$ cat config.mk
export PLATFORM = sky130hd
export DESIGN_NAME = mux_nway_stream
export DESIGN_NICKNAME = d
export VERILOG_FILES = /design/src/rtl/mux_nway_stream.sv
export SDC_FILE = /design/constraint.sdc
export NUM_CORES = 1
export LEC_CHECK = 0
export ABC_AREA = 1
export BUFFER_PORTS_ARGS = -buffer_cell sky130_fd_sc_hd__buf_2
export CAP_MARGIN = 0
export CORE_MARGIN = 2
export CORE_UTILIZATION = 46
export DETAILED_ROUTE_END_ITERATION = 6
export GPL_ROUTABILITY_DRIVEN = 0
export PLACE_DENSITY_LB_ADDON = 0.1
export SLEW_MARGIN = 25
export SYNTH_ARGS = -nofsm -noshare
export SYNTH_HDL_FRONTEND = slang
export SYNTH_SLANG_ARGS = --single-unit
$ cat constraint.sdc
create_clock -name clk -period 7.3 [get_ports clk]
set_clock_uncertainty 0.15 [all_clocks]
set_input_delay 0.73 -clock clk [delete_from_list [all_inputs] [get_ports clk]]
set_output_delay 0.73 -clock clk [all_outputs]
set_load 0.005 [all_outputs]
$ cat src/rtl/mux_nway_stream.sv
// N-way W-bit stream mux: direct-select or round-robin grant into one registered output word.
// Latency: 1 cycle from input acceptance to out_valid; 1 word/cycle sustained.
// Backpressure: out_ready=0 holds the output register and drops all in_ready; drain+load in one cycle.
//
// Ports:
//   clk, rst_n            rising-edge clock, synchronous active-low reset
//   in_data/in_valid      NUM_IN packed words (channel i at [i*WIDTH +: WIDTH]) with per-channel valid
//   in_ready              per-channel ready, combinational, one-hot or zero
//   sel, mode             channel index for direct mode; mode 0 = direct, 1 = round-robin
//   out_data/out_src      registered word and the channel it came from
//   out_valid/out_ready   output handshake
module mux_nway_stream #(
  parameter int WIDTH  = 16,
  parameter int NUM_IN = 4,
  parameter int SEL_W  = 2
) (
  input  logic                     clk,
  input  logic                     rst_n,
  input  logic [NUM_IN*WIDTH-1:0]  in_data,
  input  logic [NUM_IN-1:0]        in_valid,
  output logic [NUM_IN-1:0]        in_ready,
  input  logic [SEL_W-1:0]         sel,
  input  logic                     mode,
  output logic [WIDTH-1:0]         out_data,
  output logic [SEL_W-1:0]         out_src,
  output logic                     out_valid,
  input  logic                     out_ready
);

  logic [WIDTH-1:0] data_q, data_d;
  logic [SEL_W-1:0] src_q, src_d;
  logic             valid_q, valid_d;
  logic [SEL_W-1:0] ptr_q, ptr_d;

  logic             can_load;
  logic             gnt_vld;
  logic [SEL_W-1:0] gnt_idx;
  logic [WIDTH-1:0] gnt_data;
  logic             xfer;

  assign can_load = !valid_q || out_ready;
  assign xfer     = can_load && gnt_vld;

  // Grant search. Direct mode matches sel against each real channel, so an
  // out-of-range sel simply never matches. Round-robin walks ptr+1, ptr+2, ...
  // and takes the first valid channel.
  always_comb begin
    gnt_vld = 1'b0;
    gnt_idx = '0;
    if (!mode) begin
      for (int i = 0; i < NUM_IN; i++) begin
        if (sel == SEL_W'(i) && in_valid[i]) begin
          gnt_vld = 1'b1;
          gnt_idx = SEL_W'(i);
        end
      end
    end else begin
      for (int k = 1; k <= NUM_IN; k++) begin
        for (int i = 0; i < NUM_IN; i++) begin
          if (!gnt_vld && in_valid[i] && ((int'(ptr_q) + k) % NUM_IN) == i) begin
            gnt_vld = 1'b1;
            gnt_idx = SEL_W'(i);
          end
        end
      end
    end
  end

  always_comb begin
    gnt_data = '0;
    for (int i = 0; i < NUM_IN; i++) begin
      if (gnt_idx == SEL_W'(i)) gnt_data = in_data[i*WIDTH +: WIDTH];
    end
  end

  // Ready is masked while reset is held: any edge under reset discards the
  // word, so advertising acceptance would lie to the producer.
  always_comb begin
    in_ready = '0;
    for (int i = 0; i < NUM_IN; i++) begin
      in_ready[i] = rst_n && xfer && (gnt_idx == SEL_W'(i));
    end
  end

  always_comb begin
    data_d  = data_q;
    src_d   = src_q;
    valid_d = valid_q;
    ptr_d   = ptr_q;
    if (xfer) begin
      data_d  = gnt_data;
      src_d   = gnt_idx;
      valid_d = 1'b1;
      ptr_d   = gnt_idx;   // tracked in direct mode too, so a switch to RR stays fair
    end else if (out_ready) begin
      valid_d = 1'b0;
    end
  end

  always_ff @(posedge clk) begin
    if (!rst_n) begin
      data_q  <= '0;
      src_q   <= '0;
      valid_q <= 1'b0;
      ptr_q   <= SEL_W'(NUM_IN - 1);  // first RR search starts at channel 0
    end else begin
      data_q  <= data_d;
      src_q   <= src_d;
      valid_q <= valid_d;
      ptr_q   <= ptr_d;
    end
  end

  assign out_data  = data_q;
  assign out_src   = src_q;
  assign out_valid = valid_q;

endmodule

# --- After elaboration in Yosys (flattened, before gate mapping) ---
# Index checks and enable logic that the tools add are counted.
totals:
  ff_bits: 21
  out_inout_bits: 23
  word_cells: 160
classes:
  addsub: 4
  n_eq_ne: 18
  n_mux: 61
  bitwise: 4
  reduce_logical: 69
ops:
  columns: ["op", "n"]
  rows:
  - ["$logic_not 32->1", 4]
  - ["$mux 16", 4]
  - ["$logic_and 1x1->1", 41]
  - ["$mux 1", 40]
  - ["$mux 2", 17]
  - ["$eq 3x3->1 const B", 8]
  - ["$logic_not 1->1", 16]
  - ["$eq 3x2->1 const B", 4]
  - ["$eq 2x2->1 const B", 4]
  - ["$reduce_or 2->1", 4]
  - ["$add 2x1->2 const B", 2]
  - ["$add 2x2->2 const B", 2]
  - ["$and 1x1->1 const A", 4]
  - ["$eq 2x1->1 const B", 2]
  - ["$logic_not 2->1", 2]
  - ["$reduce_bool 2->1", 1]
  - ["$logic_or 1x1->1", 1]

# --- Depth between registers and ports, before layout ---
logic_depth:
  depth_word: 87
  ltp_mapped: 20

# --- Worst setup path after synthesis ---
# No wires, ideal clock.
synth_path:
  path_kind: "in2out"
  from: "input port in_valid[3]"
  to: "output port in_ready[0]"
  arrival_time_ps: 2334
  slack_ps: 4086
  cell_stages: 14
  n_path_buf: 1
  cell_sequence: "nand3_1 > nand2_2 > nor2_4 > nand4_2 > nor2_4 > nand4_4 > nor3_2 > nand4_1 > nand2_1 > nand3_2 > inv_2 > buf_6 > nand2_1 > nor3_1"
synth_between:
  elab_chain_cells: 67
synth_rtl:
  columns: ["element", "line_no", "rtl"]
  rows:
  - ["start: declaration", "20", "input logic [NUM_IN-1:0] in_valid,"]
  - ["$logic_and 1x1->1 (2 in a row)", "60", "if (!gnt_vld && in_valid[i] && ((int'(ptr_q) + k) % NUM_IN) == i) begin"]
  - ["$mux 1", "60", null]
  - ["$mux 1", "50", "if (!mode) begin"]
  - ["$logic_not 1->1", "60", null]
  - ["$logic_and 1x1->1 (2 in a row)", "60", null]
  - ["$mux 1", "60", null]
  - ["$mux 1", "50", null]
  - ["$logic_not 1->1", "60", null]
  - ["(+48 left out)", null, null]
  - ["$mux 1", "50", null]
  - ["$logic_not 1->1", "60", null]
  - ["$logic_and 1x1->1 (2 in a row)", "60", null]
  - ["$mux 1", "60", null]
  - ["$mux 1", "50", null]
  - ["$logic_and 1x1->1", "42", "assign xfer = can_load && gnt_vld;"]
  - ["$logic_and 1x1->1", "81", "in_ready[i] = rst_n && xfer && (gnt_idx == SEL_W'(i));"]
  - ["$logic_and 1x1->1 *", "81", null]
  - ["end: declaration", "21", "output logic [NUM_IN-1:0] in_ready,"]
# Every way passes the cells marked *; elsewhere a longest branch is shown, timed or not. The select of a mux whose other input is x is not followed.

# --- Worst setup path in the final report ---
layout_path:
  from: "input port in_valid[3]"
  to: "output port in_ready[2]"
# The elaborated chain is that of the path after synthesis.

==> metrics.txt <==
setup TNS 0 ns; critical path type in2out; diode count 0; Pre-Repair DR Iteration Count 5; # DRC 0; Worst EP arrival 3.07 ns; core box area 3606 sq um; Post-Synth Adder-Cell Area 0%; Design Power approximately 410 uW; antenna-violating nets left 0; Slew Viols, Final 0; Design Area, Final around 2200 sq um; Area Growth Syn to Fin 28.10%; dpl cells 411; Final nets around 440; XOR/XNOR Fraction of Synth Area 0%; Post-synth top cells nand2_1 (72), nand3_1 (42), nor2_1 (42), inv_1 (24), dfxtp_1 (21); Setup WS pre-CTS 3.359 ns; synthesized area per cell 6.112 sq um; required time worst endpoint 6.42 ns; IO Port Bufs 96; mux cell area share after synthesis 0%; Die Ht 64.89 um; TritonCTS Buffers 3; share of cells above drive strength 1 33.24%; io pins 97; Max Freq approximately 250 MHz; die width 64.89 um; CTS tree yes; maximum clock path buffer count 2; maxcap violations 0; outcome finished, final reports clean; top-count cell post-synth nand2_1; Post-Synthesis Cells 279; Slew @ Worst Pin 0.9103 ns; area leader, netlist dfxtp_1; DP Area roughly 2100 sq um; vias per cell 5.087; vias 2111; Worst Slack Setup Final 3.348 ns; maximum VDD drop 0.08747 mV; Layout Cells excl Fill 415; WL final 4918 um; Fin Hold WS 0.3160 ns; post-CTS setup buffer count 0; Die ar. 4211 sq um; hpwl dp between 3000 and 4000 um; Seq/Total Area, Yosys 24.65%; # hold bufs at CTS 0; async set-reset flop share out of synthesis 0%; RSZ-0062 raised after global routing false; minimum clock period approximately 4.0 ns; Compound-Gate Fraction of Synth Area between 8 and 9%; global route overflow 0; first-pass GRT wire length 7872 um; Worst Hold Class reg2reg; Post-Synth Simple-Gate Area 53.71%; post-synthesis cell area 1705 sq um; clock tree root buffer cell clkbuf_8; Max FO, Critical Path 32; Worst setup EP type primary output; Synth Register Bits 21; Post-synth EDFFs 0; clock-pin slew on the worst setup and hold paths 0.08 ns; final hold violation count 0; clk_lat worst skew 0.26 ns; largest cells by area after synthesis dfxtp_1 (25%), nand2_1 (16%), nand3_1 (12%); WL per Instance about 12 um; vias in the first global route 1724; synth warn 0; final period utilization 54.14%; CTS sink count 21; Leak 1.186 nW; initial core utilization about 47%; post-synth top area share between 20% and 30%; Mapped Nets approximately 350; num rows 22; Main synth FF type dfxtp_1; Layout Utilization 60.58%; PwrDens 186.4 nW/um^2; Resized cells post-CTS 0; largest net degree at the start of global routing 33; CP Launch Type input pin; Setup Viol. Count Final 0; initial antenna violation count 0; # H-tree levels 1; GRT Resource Usage Total between 20% and 30%; largest family of logic cells by synthesized area simple AND/OR/NAND/NOR gates; DRT iter0 DRCs 152; relative slew slack 39.09%; Unique masters post-synth 29
-- state kept, by name, summed over array words and instances (netlist names) --
register   flops
out_data      16
out_src        2
ptr_q          2
out_valid      1
-- cell families (layout without fill, tap and decap cells) --
kind of cell    after synthesis  count (layout)
compound gates               28              28
buf+inv                      40             128
flops                        21              21
simple gates                190             190
-- final cells by class --
| class | count | area (sq um) |
|---|---|---|
| Clock buffer | 3 | 41.29 |
| Multi-Input combinational cell | 218 | 1069 |
| Timing Repair Buffer | 97 | 488.0 |
| Sequential cell | 21 | 420.4 |
| Inverter | 27 | 101.3 |
| Fill cell | 399 | 1421 |
| Tap cell | 48 | 60.06 |
| Clock inverter | 1 | 5.005 |
-- cell usage in the layout, fill, tap and decap left out, types with 2 or more instances in the layout --
cell type / instances
o211ai_1: 2
o21ai_1: 6
clkbuf_8: 3
inv_2: 3
nand2_1: 72
o21ai_0: 10
buf_2: 96
nand3_1: 42
dfxtp_1: 21
nand4_1: 10
nand4_2: 2
a21oi_1: 7
nor2_1: 42
nor3_1: 6
nand3_2: 3
nand2_2: 3
inv_1: 24
nor2_4: 5
nor2_2: 2
-- per-layer routing --
metal / vias to the layer above / GRT usage (%) / wire length [um]
li1: 1092 / - / -
met1: 929 / 32.38 / 2216
met2: 86 / 37.63 / 2311
met3: 4 / 4.340 / 366
met4: 0 / 3.723 / 24
met5: - / 0 / 0
-- worst paths after layout --
kind,startpoint,endpoint,slack (ns),cells after the start
setup / recovery,in_valid[3],in_ready[2],3.35,15
hold reg to reg,out_data[10],out_data[10],0.32,2
hold / removal,out_data[10],out_data[10],0.32,2
setup reg to reg,ptr_q[1],out_data[13],4.01,18
-- critical path, stage by stage --
cell and delay, ns:
buf_2 0.12, nand3_1 0.11, nand2_2 0.09, nor2_4 0.13, nand4_2 0.12, nor2_4 0.15
nand4_4 0.13, nor3_2 0.12, nand4_1 0.15, nand2_1 0.12, nand3_2 0.18, inv_2 0.44
nand2_1 0.19, nor3_1 0.17, buf_2 0.14
-- power by group --
| part | internal (mW) | switching, mW |
|---|---|---|
| clock | 0.0380 | 0.0391 |
| sequential | 0.132 | 0.00993 |
| combinational | 0.0725 | 0.116 |
| total | 0.242 | 0.165 |
Note: power is estimated with default switching activity, not from simulation.
